==> src/rtl/wb_stage.sv <==
// rtl/wb_stage.sv - write-back stage: exception priority, CSR/GPR commit, flush/redirect, retire count, trace
//
// Holds one instruction from the memory stage and commits it combinationally
// during the cycle it sits in WB; GPR/CSR state updates land at the next edge.
//
// Ports:
//   clk, resetn                   clock, asynchronous active-low reset
//   ms_to_ws_valid / ws_allowin   handshake with the memory stage (WB never stalls)
//   ms_*                          instruction payload from the memory stage
//   has_int, csr_rd_value,
//   csr_eentry_pc, csr_eertn_pc   inputs from the CSR file
//   csr_*                         exception / ERTN / read / write ports to the CSR file
//   ws_flush, ws_flush_pc         pipeline flush pulse and redirect target
//   rf_*                          GPR write port
//   ws_fwd_*                      forwarding tag for earlier stages
//   retire_cnt                    committed non-excepting instruction count
//   debug_wb_*                    commit trace
module wb_stage #(
    parameter int CNT_W = 64
) (
    input  logic             clk,
    input  logic             resetn,
    input  logic             ms_to_ws_valid,
    output logic             ws_allowin,
    input  logic [31:0]      ms_pc,
    input  logic             ms_gr_we,
    input  logic [4:0]       ms_dest,
    input  logic [31:0]      ms_result,
    input  logic [4:0]       ms_exc,
    input  logic             ms_ertn,
    input  logic             ms_csr_re,
    input  logic             ms_csr_we,
    input  logic [13:0]      ms_csr_num,
    input  logic [31:0]      ms_csr_wmask,
    input  logic [31:0]      ms_csr_wvalue,
    input  logic             has_int,
    input  logic [31:0]      csr_rd_value,
    input  logic [31:0]      csr_eentry_pc,
    input  logic [31:0]      csr_eertn_pc,
    output logic [5:0]       csr_exc,
    output logic             csr_ertn_flush,
    output logic             csr_re,
    output logic [13:0]      csr_rd_num,
    output logic             csr_we,
    output logic [13:0]      csr_wr_num,
    output logic [31:0]      csr_wr_mask,
    output logic [31:0]      csr_wr_value,
    output logic [31:0]      csr_wb_pc,
    output logic             ws_flush,
    output logic [31:0]      ws_flush_pc,
    output logic             rf_we,
    output logic [4:0]       rf_waddr,
    output logic [31:0]      rf_wdata,
    output logic             ws_fwd_valid,
    output logic [4:0]       ws_fwd_dest,
    output logic [31:0]      ws_fwd_data,
    output logic [CNT_W-1:0] retire_cnt,
    output logic [31:0]      debug_wb_pc,
    output logic [3:0]       debug_wb_rf_we,
    output logic [4:0]       debug_wb_rf_wnum,
    output logic [31:0]      debug_wb_rf_wdata
);

    // ms_exc / exc_q bit positions: {ADEF,ALE,BRK,INE,SYS}
    localparam int E_ADEF = 4;
    localparam int E_ALE  = 3;
    localparam int E_BRK  = 2;
    localparam int E_INE  = 1;
    localparam int E_SYS  = 0;
    // csr_exc adds INT on top: {INT,ADEF,ALE,BRK,INE,SYS}
    localparam int X_INT  = 5;

    logic             ws_valid_q,   ws_valid_d;
    logic [31:0]      pc_q,         pc_d;
    logic             gr_we_q,      gr_we_d;
    logic [4:0]       dest_q,       dest_d;
    logic [31:0]      result_q,     result_d;
    logic [4:0]       exc_q,        exc_d;
    logic             ertn_q,       ertn_d;
    logic             csr_re_q,     csr_re_d;
    logic             csr_we_q,     csr_we_d;
    logic [13:0]      csr_num_q,    csr_num_d;
    logic [31:0]      csr_wmask_q,  csr_wmask_d;
    logic [31:0]      csr_wvalue_q, csr_wvalue_d;
    logic [CNT_W-1:0] retire_cnt_q, retire_cnt_d;

    logic             accept;
    logic             int_take;
    logic             ex_any;
    logic             commit;
    logic [5:0]       exc_win;

    // Fixed-priority pick: INT > ADEF > INE > SYS > BRK > ALE. An interrupt
    // overrides whatever the instruction raised on its own.
    always_comb begin
        exc_win  = 6'd0;
        int_take = ws_valid_q & has_int;
        if (ws_valid_q) begin
            if (int_take)            exc_win[X_INT]  = 1'b1;
            else if (exc_q[E_ADEF])  exc_win[E_ADEF] = 1'b1;
            else if (exc_q[E_INE])   exc_win[E_INE]  = 1'b1;
            else if (exc_q[E_SYS])   exc_win[E_SYS]  = 1'b1;
            else if (exc_q[E_BRK])   exc_win[E_BRK]  = 1'b1;
            else if (exc_q[E_ALE])   exc_win[E_ALE]  = 1'b1;
        end
    end

    assign ex_any         = ws_valid_q & (|exc_win);
    assign commit         = ws_valid_q & ~ex_any;

    assign ws_allowin     = resetn;
    assign csr_exc        = exc_win;
    assign csr_ertn_flush = ws_valid_q & ertn_q & ~ex_any;
    assign ws_flush       = ex_any | csr_ertn_flush;
    assign ws_flush_pc    = !ws_valid_q ? 32'd0 : (ex_any ? csr_eentry_pc : csr_eertn_pc);

    // Data outputs are forced to zero while WB is empty so stale payload never leaks.
    assign csr_re         = ws_valid_q & csr_re_q & ~ex_any;
    assign csr_we         = ws_valid_q & csr_we_q & ~ex_any;
    assign csr_rd_num     = ws_valid_q ? csr_num_q    : 14'd0;
    assign csr_wr_num     = ws_valid_q ? csr_num_q    : 14'd0;
    assign csr_wr_mask    = ws_valid_q ? csr_wmask_q  : 32'd0;
    assign csr_wr_value   = ws_valid_q ? csr_wvalue_q : 32'd0;
    assign csr_wb_pc      = ws_valid_q ? pc_q         : 32'd0;

    // CSR read data is the pre-write value: the CSR file updates at the edge.
    assign rf_we          = ws_valid_q & gr_we_q & ~ex_any & (dest_q != 5'd0);
    assign rf_waddr       = ws_valid_q ? dest_q : 5'd0;
    assign rf_wdata       = !ws_valid_q ? 32'd0 : (csr_re_q ? csr_rd_value : result_q);

    assign ws_fwd_valid   = rf_we;
    assign ws_fwd_dest    = rf_waddr;
    assign ws_fwd_data    = rf_wdata;

    assign retire_cnt     = retire_cnt_q;

    assign debug_wb_pc       = ws_valid_q ? pc_q : 32'd0;
    assign debug_wb_rf_we    = {4{rf_we}};
    assign debug_wb_rf_wnum  = rf_waddr;
    assign debug_wb_rf_wdata = rf_wdata;

    // A flush from the instruction now in WB kills whatever arrives this cycle.
    always_comb begin
        accept       = ms_to_ws_valid & ws_allowin & ~ws_flush;
        ws_valid_d   = accept;
        pc_d         = pc_q;
        gr_we_d      = gr_we_q;
        dest_d       = dest_q;
        result_d     = result_q;
        exc_d        = exc_q;
        ertn_d       = ertn_q;
        csr_re_d     = csr_re_q;
        csr_we_d     = csr_we_q;
        csr_num_d    = csr_num_q;
        csr_wmask_d  = csr_wmask_q;
        csr_wvalue_d = csr_wvalue_q;
        if (accept) begin
            pc_d         = ms_pc;
            gr_we_d      = ms_gr_we;
            dest_d       = ms_dest;
            result_d     = ms_result;
            exc_d        = ms_exc;
            ertn_d       = ms_ertn;
            csr_re_d     = ms_csr_re;
            csr_we_d     = ms_csr_we;
            csr_num_d    = ms_csr_num;
            csr_wmask_d  = ms_csr_wmask;
            csr_wvalue_d = ms_csr_wvalue;
        end
        retire_cnt_d = retire_cnt_q + CNT_W'(commit);
    end

    always_ff @(posedge clk or negedge resetn) begin
        if (!resetn) begin
            ws_valid_q   <= 1'b0;
            pc_q         <= 32'd0;
            gr_we_q      <= 1'b0;
            dest_q       <= 5'd0;
            result_q     <= 32'd0;
            exc_q        <= 5'd0;
            ertn_q       <= 1'b0;
            csr_re_q     <= 1'b0;
            csr_we_q     <= 1'b0;
            csr_num_q    <= 14'd0;
            csr_wmask_q  <= 32'd0;
            csr_wvalue_q <= 32'd0;
            retire_cnt_q <= '0;
        end else begin
            ws_valid_q   <= ws_valid_d;
            pc_q         <= pc_d;
            gr_we_q      <= gr_we_d;
            dest_q       <= dest_d;
            result_q     <= result_d;
            exc_q        <= exc_d;
            ertn_q       <= ertn_d;
            csr_re_q     <= csr_re_d;
            csr_we_q     <= csr_we_d;
            csr_num_q    <= csr_num_d;
            csr_wmask_q  <= csr_wmask_d;
            csr_wvalue_q <= csr_wvalue_d;
            retire_cnt_q <= retire_cnt_d;
        end
    end

endmodule

==> config.mk <==
export PLATFORM = sky130hd
export DESIGN_NAME = wb_stage
export DESIGN_NICKNAME = d
export VERILOG_FILES = /design/src/rtl/wb_stage.sv
export SDC_FILE = /design/constraint.sdc
export NUM_CORES = 1
export LEC_CHECK = 0
export BUFFER_PORTS_ARGS = -buffer_cell sky130_fd_sc_hd__buf_2
export CELL_PAD_IN_SITES_DETAIL_PLACEMENT = 1
export CELL_PAD_IN_SITES_GLOBAL_PLACEMENT = 1
export CORE_AREA = 2 2 245 247
export DETAILED_ROUTE_END_ITERATION = 6
export DIE_AREA = 0 0 247 249
export GPL_TIMING_DRIVEN = 0
export PLACE_DENSITY = 0.57
export SETUP_SLACK_MARGIN = 0.3
export SLEW_MARGIN = 10
export SYNTH_ARGS = -nofsm -noshare
export SYNTH_HDL_FRONTEND = slang
export SYNTH_SLANG_ARGS = --single-unit
export TNS_END_PERCENT = 5
==> constraint.sdc <==
create_clock -name clk -period 4.9 [get_ports clk]
set_clock_uncertainty 0.2 [all_clocks]
set_input_delay 0.98 -clock clk [delete_from_list [all_inputs] [get_ports clk]]
set_output_delay 0.98 -clock clk [all_outputs]
set_load 0.02 [all_outputs]
; Word level (Yosys, flattened, before mapping)
; Index checks and enable logic that the tools add are counted.
[word_totals]
reg_bits = 221
input_bits = 256
output_inout_bits = 380
elab_cells = 55
[classes]
bitwise_logic = 17
reduce_logical = 2
n_addsub = 1
n_mux = 22
[ops]
columns = cell, count
row1 = 32-bit 2-to-1 mux, 7
row2 = 64-bit by 1-bit adder with 64-bit output, 1
row3 = 1-bit AND, 14
row4 = 14-bit 2-to-1 mux, 1
row5 = 5-bit 2-to-1 mux, 2
row6 = 1-bit 2-to-1 mux, 8
row7 = 6-bit 2-to-1 mux, 1
row8 = 6-bit OR reduction, 1
row9 = 5-bit nonzero test, 1
row10 = 2-bit 2-to-1 mux, 2
row11 = 4-bit 2-to-1 mux, 1
row12 = 1-bit inverter, 2
row13 = 1-bit OR, 1

; Logic depth before layout (Yosys ltp)
[logic_depth]
word_depth = 14
ltp_mapped = 11
depth_no_buf = 9

; Least setup slack after synthesis
; No wires, ideal clock.
[synth_path]
path_kind = input to output
startpoint = input port has_int
endpoint = output port ws_flush_pc[10]
slack_ps = 1240
t_required_ps = 3720
stages = 6
arrival_ps = 2480
path_cell_list = nor4_1 and2_1 clkbuf_1 clkbuf_1 nand2_1 a21boi_0
[synth_via]
elab_chain_len = 7
[synth_lines]
columns = element, line_no
row1 = from (decl), 36  ; input logic has_int,
row2 = 1-bit AND (*), 97  ; int_take = ws_valid_q & has_int;
row3 = 5-bit 2-to-1 mux or 1-bit 2-to-1 mux (tied branches), 99  ; if (int_take) exc_win[X_INT] = 1'b1;
row4 = 6-bit 2-to-1 mux (*), 98  ; if (ws_valid_q) begin
row5 = 6-bit OR reduction (*), 108  ; assign ex_any = ws_valid_q & (|exc_win);
row6 = 1-bit AND (*), 108
row7 = 32-bit 2-to-1 mux (*) (2 in series), 115  ; assign ws_flush_pc = !ws_valid_q ? 32'd0 : (ex_any ? csr_eentry_pc : csr_eertn_pc);
row8 = to (decl), 50  ; output logic [31:0] ws_flush_pc,
; Mark *: on every way between the ends. The rest lies on a longest branch, timed or not.

; Worst setup path after layout
[layout_path]
startpoint = register ws_valid_q
endpoint = output port ws_fwd_data[27]
[layout_via]
elab_chain_len = 1
[layout_lines]
columns = element, line_no
row1 = from (decl), 73  ; logic ws_valid_q, ws_valid_d;
row2 = from (signal assigned), 189  ; ws_valid_q <= ws_valid_d;
row3 = 32-bit 2-to-1 mux, 129  ; assign rf_wdata = !ws_valid_q ? 32'd0 : (csr_re_q ? csr_rd_value : result_q);
row4 = to (decl), 56  ; output logic [31:0] ws_fwd_data,
; No other way between the ends.

==> impl_metrics.yaml <==
detailed_routing:
  wirelength_mm: 50.7
  via_count: 10200
  drtAntennaViolNets: 0
  route.detailed.drc: 0
  dr.pass1.iters: 4
  wl_per_cell_um: 20.2
  via_per_inst: 4.05
  drt_iter0_drc: 286
sta:
  max_freq_ghz: 0.229
  period_needed_ps: 4370
  rsz0062_at_grt: "no"
  setup_viol: 0
  worstMarginPinSlew_ps: 900
  fin_crit_sh: 0.892
  setup_tns_ps: 0
  slew_viol_final: 0
  slew_headroom: 0.400
  hold_viol: 0
critical_path:
  crit_fanout: 10
  worstSetupEndpointType: "primary output"
  crit_required_ps: 3720
  rr_worst_depth: 10
  critical_path_class: "flop to primary output"
  start_kind: "flop"
  rrSetupSlack_ps: 830
  r2r_start: "ws_valid_q"
  crit_path_end: "ws_fwd_data[27]"
  cp.arrival_ps: 3190
  reg2reg_to: "retire_cnt[60]"
  startpoint: "ws_valid_q"
floorplanning:
  design.die.area_um2: 61500
  core_region_area_um2: 58700
  die_y_um: 249
  io_pins: 636
  die_w_um: 247
  rows: 89
  initial_core_util: 0.198
placement:
  dpl.cell_count: 2454
  dp_hpwl_mm: 41.7
  gp_congestion: 0.848
  placed_area_um2: 15800
  numPortBuffers: 635
logic_synthesis:
  synth_xor_area_frac: 0.0468
  yosysUniqueCellTypes: 36
  synthAdderAreaFrac: 0.00216
  synth_seq_area_share: 0.477
  yosysWarnings: 0
  synth_compound_area_frac: 0.0222
  synth_seq_cells: 221
  yosysTopAreaCell: "dfrtp_1"
  yosys.area_share.simple: 0.170
  synth_mux_area_frac: 0.179
  synth_nets: 1302
  synth_top_area_share: 0.477
  yosys-top-cells-area: "dfrtp_1 (48%), mux2_2 (15%), buf_4 (8.2%)"
  synth_top_family_by_area: "multiplexers"
  synthCells: 1044
  syn_avg_cell_area_um2: 11.1
  syn-cell-area_um2: 11600
clocking:
  numCtsBuffers: 29
  htreeDepth: 1
  hold_buffers: 0
  cts_setup_buffers: 0
  cts.repair.resized: 1
  path_clk_slew_ps: 60
  clock_latency_ps: 550
  tritoncts: "yes"
  cts.sinks: 221
  root_buffer: "clkbuf_16"
  cts_buffer_depth: 3
grt:
  antenna_found_initial: 9
  grt_pass1_wl_mm: 72.9
  grt.total_usage: 0.158
  grt_pass1_vias: 11000
  grt_max_degree: 96
  grt-ovfl-total: 0
final_layout:
  layout-drive-gt1-share: 0.571
  nets: 1970
  final_area_um2: 16800
  area_growth_pct: 44.6
  fin_cells: 2507
power:
  power.switching_uw: 1620
  pwr-share-comb: 0.219
  power.share.switching: 0.290
  intPower_uw: 3970
  p_per_area_nw_per_um2: 333
  p_leak_uw: 0.00900
  ir_drop_uv: 222
  total_power_uw: 5590
  pwr-share-clk: 0.388
  pwr-share-seq: 0.393
job:
  max-cap-violations: 0
outcome:
  status: "finished clean"
hold_path:
  worstHoldPathType: "primary input to asynchronous set/reset pin"
## layer usage
layer,vias to the layer above,global-route usage,routed length (um)
met5,-,0,96
met4,14,0.0546,2060
met1,5019,0.179,19400
met3,78,0.0421,3830
met2,367,0.285,25300
li1,4683,-,-
## power groups by stage
stage	clock [uW]	sequential, uW	combinational, uW
2_1_floorplan	0	2190	764
3_3_place_gp	0	2220	1220
3_5_place_dp	0	2230	1250
4_1_cts	2260	2200	1250
5_1_grt	2330	2230	1320
6_report	2170	2200	1230
## critical path: stages, from the launching register on
cell	delay, ps
dfrtp_1	380
clkbuf_1	560
clkbuf_1	690
nor2b_1	630
buf_4	210
buf_2	150
## cells by family after synthesis
group | Yosys count
buffers and inverters | 186
xor gates and xnor gates | 62
DFF | 221
AOI/OAI and AO/OA | 34
and+or+nand+nor | 351
muxes | 188
adders and majority gates | 2
## worst min-delay path by stage
stage / from / end / slack [ps]
global placement: retire_cnt[63] / retire_cnt[63] / 250
floorplan: csr_we_q / csr_we_q / 270
CTS: resetn / csr_wmask_q[29] / 120
detailed placement: retire_cnt[30] / retire_cnt[30] / 280
finish: resetn / csr_wmask_q[29] / 140
global route: resetn / csr_num_q[3] / 140
## final cells by class
type	count	area, um2
clock buffers	43	838
diodes	1	2.50
fillers	6868	41900
clock inverters	9	123
well taps	773	967
plain buffers	178	1170
repair buffers	637	3240
flip-flops and latches	221	5530
multi-input cells	637	4870
inverters	8	30.0
## metrics by stage
stage | setup WS, ps | hold WS (ps) | util
floorplan | 1240 | 272 | -
global placement | -2690 | 255 | 0.268
detailed placement | 197 | 285 | 0.269
CTS | 394 | 119 | 0.286
global route | 380 | 137 | 0.286
finish | 529 | 137 | 0.286
## synthesized netlist by cell type, drive strengths merged
| cell type | count |
|---|---|
| clkbuf | 35 |
| inv | 8 |
| nor3b | 3 |
| nand4 | 16 |
| xor2 | 32 |
| and4b | 1 |
| nor4b | 2 |
| mux2 | 156 |
| nand2 | 95 |
| nor3 | 13 |
| nand3 | 15 |
| nor2b | 32 |
| buf | 143 |
| a21boi | 32 |
| mux2i | 32 |
| o311a | 1 |
| dfrtp | 221 |
| or3 | 1 |
| nor4 | 9 |
| and3b | 2 |
| and3 | 9 |
| nor2 | 21 |
| and2 | 123 |
| o21a | 1 |
| xnor2 | 30 |
| or4 | 2 |
| ha | 2 |
| and4 | 7 |
## flip-flops by register name, summed over array words and instances (netlist names), 5 cells and up
name / flops
dest_q: 5
csr_num_q: 14
csr_wvalue_q: 32
result_q: 32
retire_cnt: 64
csr_wmask_q: 32
pc_q: 32
exc_q: 5
## cells in the final DEF, fill, tap and decap left out, types with 2 or more instances in the layout
| cell type | Yosys | final |
|---|---|---|
| buf_2 | 16 | 650 |
| dfrtp_1 | 221 | 221 |
| mux2_2 | 156 | 156 |
| buf_4 | 126 | 126 |
| and2_1 | 123 | 123 |
| nand2_1 | 95 | 95 |
| clkbuf_1 | 35 | 43 |
| nor2b_1 | 32 | 32 |
| mux2i_1 | 32 | 32 |
| a21boi_0 | 32 | 32 |
| xor2_1 | 32 | 32 |
| xnor2_1 | 30 | 30 |
| clkbuf_16 | 0 | 29 |
| nor2_1 | 21 | 21 |
| nand4_1 | 15 | 15 |
| nand3_1 | 14 | 14 |
| nor3_1 | 11 | 11 |
| and3_1 | 9 | 9 |
| inv_1 | 8 | 8 |
| and4_1 | 7 | 7 |
| nor4_1 | 6 | 6 |
| clkbuf_8 | 0 | 6 |
| clkinv_2 | 0 | 5 |
| nor3b_1 | 3 | 3 |
| bufinv_16 | 0 | 3 |
| and3b_1 | 2 | 2 |
| nor4_4 | 2 | 2 |
| nor4b_1 | 2 | 2 |
| nor3_2 | 2 | 2 |
| ha_1 | 2 | 2 |
| buf_16 | 0 | 2 |
Power figures use the tool's default switching activity.
